`config.mk`:
```
export PLATFORM = sky130hd
export DESIGN_NAME = rr_stage_arb
export DESIGN_NICKNAME = d
export VERILOG_FILES = /design/src/rtl/rr_stage_arb_pkg.sv /design/src/rtl/rr_stage_arb_pick.sv /design/src/rtl/rr_stage_arb.sv
export SDC_FILE = /design/constraint.sdc
export NUM_CORES = 1
export LEC_CHECK = 0
export CORE_MARGIN = 5
export CORE_UTILIZATION = 45
export CTS_BUF_LIST = sky130_fd_sc_hd__clkbuf_4 sky130_fd_sc_hd__clkbuf_8
export DETAILED_ROUTE_END_ITERATION = 8
export MAX_ROUTING_LAYER = met4
export PLACE_DENSITY = 0.82
export SLEW_MARGIN = 5
export SYNTH_ARGS = -nofsm -noshare
export SYNTH_HDL_FRONTEND = slang
export SYNTH_SLANG_ARGS = --single-unit
```
`constraint.sdc`:
```
create_clock -name clk -period 4.3 [get_ports clk]
set_clock_uncertainty 0.15 [all_clocks]
set_input_delay 0.43 -clock clk [delete_from_list [all_inputs] [get_ports clk]]
set_output_delay 0.43 -clock clk [all_outputs]
set_load 0.01 [all_outputs]
```
`src/rtl/rr_stage_arb_pkg.sv`:
```
// Shared arbitration helpers: ceiling log2 and the source-id width derived from it.
// Reused by every arbiter that encodes a requester index.
package rr_stage_arb_pkg;

    function automatic int clog2(input int n);
        int r;
        int v;
        r = 0;
        v = 1;
        while (v < n) begin
            v = v * 2;
            r = r + 1;
        end
        return r;
    endfunction

    // A single requester still needs a 1-bit index so ports never collapse to zero width.
    function automatic int idw_for(input int n);
        return (n < 2) ? 1 : clog2(n);
    endfunction

endpackage

```
`src/rtl/rr_stage_arb_pick.sv`:
```
// Combinational rotate-priority picker: first set req bit at or after ptr, wrapping at NREQ.
// Works for non-power-of-two NREQ because the wrap is done explicitly, not by overflow.
module rr_pick
    import rr_stage_arb_pkg::*;
#(
    parameter int NREQ = 4,
    localparam int IDW = idw_for(NREQ)
) (
    input  logic [NREQ-1:0] req,
    input  logic [IDW-1:0]  ptr,
    output logic [NREQ-1:0] sel,
    output logic [IDW-1:0]  idx,
    output logic            any
);

    always_comb begin
        int cand;
        sel  = '0;
        idx  = '0;
        any  = 1'b0;
        cand = 0;
        for (int k = 0; k < NREQ; k++) begin
            cand = int'(ptr) + k;
            if (cand >= NREQ) begin
                cand = cand - NREQ;
            end
            if (!any && req[cand[IDW-1:0]]) begin
                any                 = 1'b1;
                idx                 = cand[IDW-1:0];
                sel[cand[IDW-1:0]]  = 1'b1;
            end
        end
    end

endmodule

```
`src/rtl/rr_stage_arb.sv`:
```
// One registered output stage shared by NREQ requesters under round-robin priority.
// The word register is refilled whenever it is empty or being drained at the same edge.
module rr_stage_arb
    import rr_stage_arb_pkg::*;
#(
    parameter int               NREQ        = 4,
    parameter int               WIDTH       = 8,
    parameter logic [WIDTH-1:0] RESET_VALUE = '0,
    localparam int              IDW         = idw_for(NREQ)
) (
    input  logic                  clk,
    input  logic                  rst,
    input  logic [NREQ-1:0]       req,
    input  logic [NREQ*WIDTH-1:0] idat,
    output logic [NREQ-1:0]       gnt,
    output logic                  ovld,
    output logic [WIDTH-1:0]      odat,
    output logic [IDW-1:0]        osrc,
    input  logic                  ordy
);

    logic [IDW-1:0]   ptr_q, ptr_d;
    logic             ovld_q, ovld_d;
    logic [WIDTH-1:0] odat_q, odat_d;
    logic [IDW-1:0]   osrc_q, osrc_d;

    logic [NREQ-1:0]  pick_sel;
    logic [IDW-1:0]   pick_idx;
    logic             pick_any;
    logic [WIDTH-1:0] pick_word;
    logic             take;

    rr_pick #(
        .NREQ (NREQ)
    ) u_pick (
        .req (req),
        .ptr (ptr_q),
        .sel (pick_sel),
        .idx (pick_idx),
        .any (pick_any)
    );

    always_comb begin
        pick_word = '0;
        for (int i = 0; i < NREQ; i++) begin
            if (pick_idx == IDW'(i)) begin
                pick_word = idat[i*WIDTH +: WIDTH];
            end
        end
    end

    assign take = !rst && pick_any && (!ovld_q || ordy);
    assign gnt  = take ? pick_sel : '0;

    always_comb begin
        ptr_d  = ptr_q;
        ovld_d = ovld_q;
        odat_d = odat_q;
        osrc_d = osrc_q;
        if (take) begin
            odat_d = pick_word;
            osrc_d = pick_idx;
            ovld_d = 1'b1;
            ptr_d  = (pick_idx == IDW'(NREQ - 1)) ? '0 : pick_idx + IDW'(1);
        end else if (ovld_q && ordy) begin
            ovld_d = 1'b0;
        end
    end

    always_ff @(posedge clk) begin
        if (rst) begin
            ptr_q  <= '0;
            ovld_q <= 1'b0;
            odat_q <= RESET_VALUE;
            osrc_q <= '0;
        end else begin
            ptr_q  <= ptr_d;
            ovld_q <= ovld_d;
            odat_q <= odat_d;
            osrc_q <= osrc_d;
        end
    end

    assign ovld = ovld_q;
    assign odat = odat_q;
    assign osrc = osrc_q;

endmodule

```
==> flow_summary.toml, run 1 <==
[outcome]
status = "finished, final reports clean"

[floorplanning]
io_pins = 54
dieArea_um2 = 4320
die_h_um = 65.8
initial_core_util = 0.462
die_w_um = 65.8
core_area_um2 = 3030
rows = 20

[cts]
cts_resized = 0
clock_latency_ps = 270
clk_pin_slew_ps = 70
cts-buffers-inserted = 3
numClockSinks = 13
cts_tree = "yes"
htree_levels = 1
cts_hold_buf = 0
cts_root_buf = "clkbuf_4"
cts.path.max_buffers = 2
post_cts_buffers = 0

[route]
wl_per_cell_um = 14.9
drtPass1Iterations = 4
routed_wl_mm = 3.99
ant_nets = 0
drtIter0Drc = 112
viasPerCell = 5.72
vias = 1527
drc = 0

[sta]
hold_ws_ps = 351
setup_viol_count_final = 0
worst_pin_slew_ps = 574
rsz0062_at_grt = "false"
final_max_slew_viol_count = 0
hold_viol = 0
layout_min_cycle_time_ps = 3900
fmax_mhz = 256
setup_tns_ps = 0
max_slew_margin = 0.617
post-route-period-util = 0.907

[power_and_ir_drop]
comb_power_share = 0.786
power_leakage_uw = 0.000736
seqPwrFrac = 0.152
switching_share = 0.475
vdd_ir_drop_max_mv = 0.338
cellPowerDensity_nw_per_um2 = 657
internal-power_uw = 684
switchingPower_uw = 620
clockPowerShare = 0.061

[setup_path]
required_ps = 4280
start_kind = "flop"
end_kind = "flop"
cp_max_fo = 16
cp_common_cell = "ha_1"
timing.critical_path.cells = "inv_1 -> ha_1 -> mux4_2 -> a311oi_1 -> a2111oi_1 -> nor3_2 -> ha_1 -> nor2b_1 -> a221oi_1 -> nor3_1 -> a21oi_1 -> a211oi_1"
cp_slowest_cell = "ha_1"
critPathKind = "flop to flop"
critPathBufInv = 1
cp_data_arrival_time_ps = 3880
crit_path_max_incr_delay_ps = 560
crit_family = "adder cells"

[finish]
area_growth_pct = 41.9
finish.instance_area_um2 = 1980
post-route-util = 0.655
layout_commonest_cell = "clkdlybuf4s50_1"
n_antenna_cell = 0
drive_above_1_share = 0.0897
fill_cells = 279
final_cell_mix = "clkdlybuf4s50_1, a221oi_1, nor2b_1"
stdcell_count = 267
finalNetCount = 275

[logic_synthesis]
synthFlopType = "dfxtp_1"
synth_area_per_cell_um2 = 7.95
synthCells = 176
ys.warnings.count = 0
synth.cell_area_um2 = 1400
synth.distinct_cells = 39
synth.net_count = 227
synth_seq_cells = 13
yosysSeqAreaShare = 0.186
synth-edff-count = 0
ys_async_sr_fraction = 0

[placed_design]
dp.cells = 263
port_buffers = 53
hpwl_mm = 3.17
post_dp_cell_area_um2 = 1950
place_congestion = 0.875

[flow_run]
maxCapViolCount = 0

[global_routing]
grt_first_pass_wirelength_mm = 6.53
grtUsageTotal = 0.192
antenna_found_initial = 0
grt_max_degree = 23
grt_pass1_vias = 1441
overflow = 0

[min_path]
hold_class = "flop to flop"
## cell families after synthesis
family                     count (synthesis)  synth area share
adders and majority gates                 12             0.107
DFF                                       13             0.186
buffers and inverters                     24            0.0751
AOI/OAI and AO/OA                         51             0.280
and+or+nand+nor                           67             0.266
muxes                                      9            0.0859
## worst register-to-register path, cell delays in order (launching register included)
cell	delay [ps]
dfxtp_1	330
inv_1	150
ha_1	570
mux4_2	460
a311oi_1	300
a2111oi_1	110
nor3_2	330
ha_1	550
nor2b_1	110
a221oi_1	360
nor3_1	100
a21oi_1	160
a211oi_1	90
## per-stage QoR
step | setup slack, ps | total power (µW)
6_report | 399 | 1300
5_1_grt | 91.5 | 1440
4_1_cts | 459 | 1300
3_5_place_dp | 353 | 1220
3_3_place_gp | 459 | 1180
2_1_floorplan | 711 | 930
## state kept, by name (all words and copies together), names as in the netlist
signal	flops
ptr_q	2
ovld	1
osrc	2
odat	8
## routing by layer
layer | up-vias | track usage | routed length (µm)
met4 | 0 | 0.0233 | 0
met5 | - | - | 0
met2 | 40 | 0.329 | 2060
met3 | 0 | 0.0154 | 136
met1 | 730 | 0.252 | 1790
li1 | 757 | - | -
## power by group through the flow
stage	registers (µW)	clock network [µW]	logic (µW)
after floorplan	226	0	704
after global placement	199	0	985
after detailed placement	202	0	1020
after CTS	199	82.0	1020
after global routing	206	89.2	1140
final	199	80.1	1030
## Yosys cell counts, drive strengths merged (3+ instances only)
cell type	n	area (µm²)
a211oi	9	72.6
a21oi	12	60.1
a221oi	16	140
a31oi	3	18.8
buf	7	41.3
clkbuf	9	33.8
dfxtp	13	260
ha	12	150
inv	8	30.0
mux2	4	45.0
mux2i	3	30.0
nand2	8	30.0
nor2	15	56.3
nor2b	16	100
nor3	11	60.1
o21ai	4	20.0
## worst paths after layout
check | slack, ps | end | depth (start not counted) | start
setup / recovery | 400 | odat[5] | 12 | ptr_q[0]
hold / removal | 350 | odat[2] | 2 | odat[2]
setup reg to reg | 400 | odat[5] | 12 | ptr_q[0]
hold reg to reg | 350 | odat[2] | 2 | odat[2]
## final cells by class
class | instances | area [µm²] | share of cell area
clock buffers | 4 | 30.0 | 0.0151
multi-input cells | 139 | 1030 | 0.521
repair buffers | 59 | 576 | 0.290
flip-flops and latches | 13 | 260 | 0.131
inverters | 8 | 30.0 | 0.0151
well taps | 44 | 55.1 | 0.0277
Power figures use the tool's default switching activity.
==> run 2, diff against run 1 <==
Settings changed: MAX_ROUTING_LAYER met4 to unset.
==> flow_summary.toml, run 2 (same netlist as run 1, synthesis figures left out) <==
[setup_path]
crit_path_max_incr_delay_ps = 570
reg2reg_to = "odat[5]"
end_kind = "flop"
timing.critical_path.cells = "inv_1 -> ha_1 -> mux4_2 -> a311oi_1 -> a2111oi_1 -> nor3_2 -> ha_1 -> nor2b_1 -> a221oi_1 -> nor3_1 -> a21oi_1 -> a211oi_1"
startpoint = "ptr_q[0]"
rr_startpoint = "ptr_q[0]"
cp_common_cell = "ha_1"
rrSetupSlack_ps = 400
required_ps = 4280
start_kind = "flop"
rr_worst_depth = 12
cp_data_arrival_time_ps = 3880
cp_max_fo = 16
cp_slowest_cell = "ha_1"
critPathKind = "flop to flop"

[global_routing]
met3_usage = 0.0171
grt_max_degree = 23
antenna_found_initial = 0
grt_use_met1 = 0.251
grt_busiest_layer = "met2"
grtUsageTotal = 0.187
grt_pass1_vias = 1442
grtUsageMet2 = 0.329
overflow = 0
grt_first_pass_wirelength_mm = 6.54

[cts]
cts_resized = 0
htree_levels = 1
cts-buffers-inserted = 3
clock_latency_ps = 270
clk_pin_slew_ps = 70
cts_tree = "yes"
cts_hold_buf = 0
post_cts_buffers = 0
numClockSinks = 13
cts_root_buf = "clkbuf_4"
cts.path.max_buffers = 2

[placed_design]
hpwl_mm = 3.17
dp_slack_ps = 353
place_congestion = 0.861
port_buffers = 53
post_dp_cell_area_um2 = 1950

[min_path]
hold_end = "odat[2]"
hp-start = "odat[2]"
holdPathStages = 2
hold_class = "flop to flop"

[route]
drtPass1Iterations = 4
drtIter0Drc = 104
viasPerCell = 5.78
wl_per_cell_um = 14.9
ant_nets = 0
vias = 1544
drc = 0
routed_wl_mm = 3.98

[finish]
layout_commonest_cell = "clkdlybuf4s50_1"
fill_cells = 279
n_antenna_cell = 0
final_cell_mix = "clkdlybuf4s50_1, a221oi_1, nor2b_1"
area_growth_pct = 41.9
finalNetCount = 275
drive_above_1_share = 0.0897
regArea_um2 = 260
finish.instance_area_um2 = 1980
largest_register_ffs = 8
multiInputGateArea_um2 = 1030

[floorplanning]
io_pins = 54
die_w_um = 65.8
rows = 20
die_h_um = 65.8
dieArea_um2 = 4320
initial_core_util = 0.462
core_area_um2 = 3030

[sta]
worst_slack_ps = 399
final_max_slew_viol_count = 0
hold_ws_ps = 351
max_slew_margin = 0.614
hold_viol = 0
layout_min_cycle_time_ps = 3900
worst_pin_slew_ps = 578
post-route-period-util = 0.907
rsz0062_at_grt = "false"
setup_viol_count_final = 0
fmax_mhz = 256
setup_tns_ps = 0

[power_and_ir_drop]
seqPwrFrac = 0.152
design_power_total_uw = 1300
power_leakage_uw = 0.000736
clockPowerShare = 0.061
switchingPower_uw = 620
comb_power_share = 0.786
switching_share = 0.475
internal-power_uw = 684
vdd_ir_drop_max_mv = 0.338
cellPowerDensity_nw_per_um2 = 657

[flow_run]
maxCapViolCount = 0

[outcome]
status = "finished, final reports clean"
==> run 2: critical path, delay by kind of cell (launching register included) <==
kind | cells | cell delay, ps
muxes | 1 | 460
adders and majority gates | 2 | 1120
buffers and inverters | 1 | 150
DFF | 1 | 330
and+or+nand+nor | 3 | 530
AOI/OAI and AO/OA | 5 | 1020
==> run 2: through the flow <==
| stage | utilization | cells |
|---|---|---|
| global placement | 0.645 | 263 |
| finish | 0.655 | 267 |
| CTS | 0.655 | 267 |
| global route | 0.655 | 267 |
| detailed placement | 0.645 | 263 |
| floorplan | - | 176 |
==> run 2: worst max-delay path by stage <==
stage,endpoint,depth (start not counted)
after floorplan,odat[1],15
after global placement,odat[5],11
after detailed placement,odat[2],11
after CTS,odat[2],12
after global routing,odat[5],12
final,odat[5],12
==> run 2: layout make-up <==
cell class | instances | area share
multi-input cells | 139 | 0.521
repair buffers | 59 | 0.290
flip-flops and latches | 13 | 0.131
well taps | 44 | 0.0277
clock buffers | 4 | 0.0151
inverters | 8 | 0.0151
==> run 2: routing by layer <==
metal | part of all wire | vias to the layer above
li1 | - | 756
met1 | 0.44 | 731
met2 | 0.51 | 55
met3 | 0.046 | 2
met4 | 0.0043 | 0
met5 | 0 | -
==> run 2: power groups by stage <==
stage / combinational (µW) / sequential, µW / clock (µW)
after floorplan: 704 / 226 / 0
after global placement: 985 / 199 / 0
after detailed placement: 1020 / 202 / 0
after CTS: 1020 / 199 / 82.0
after global routing: 1140 / 206 / 89.2
final: 1030 / 198 / 80.0
==> run 3, diff against run 2 <==
Settings changed: SLEW_MARGIN 5 to 10.
==> results of run 3 <==
Final layout, timing and power as in run 2 (identical DEF).
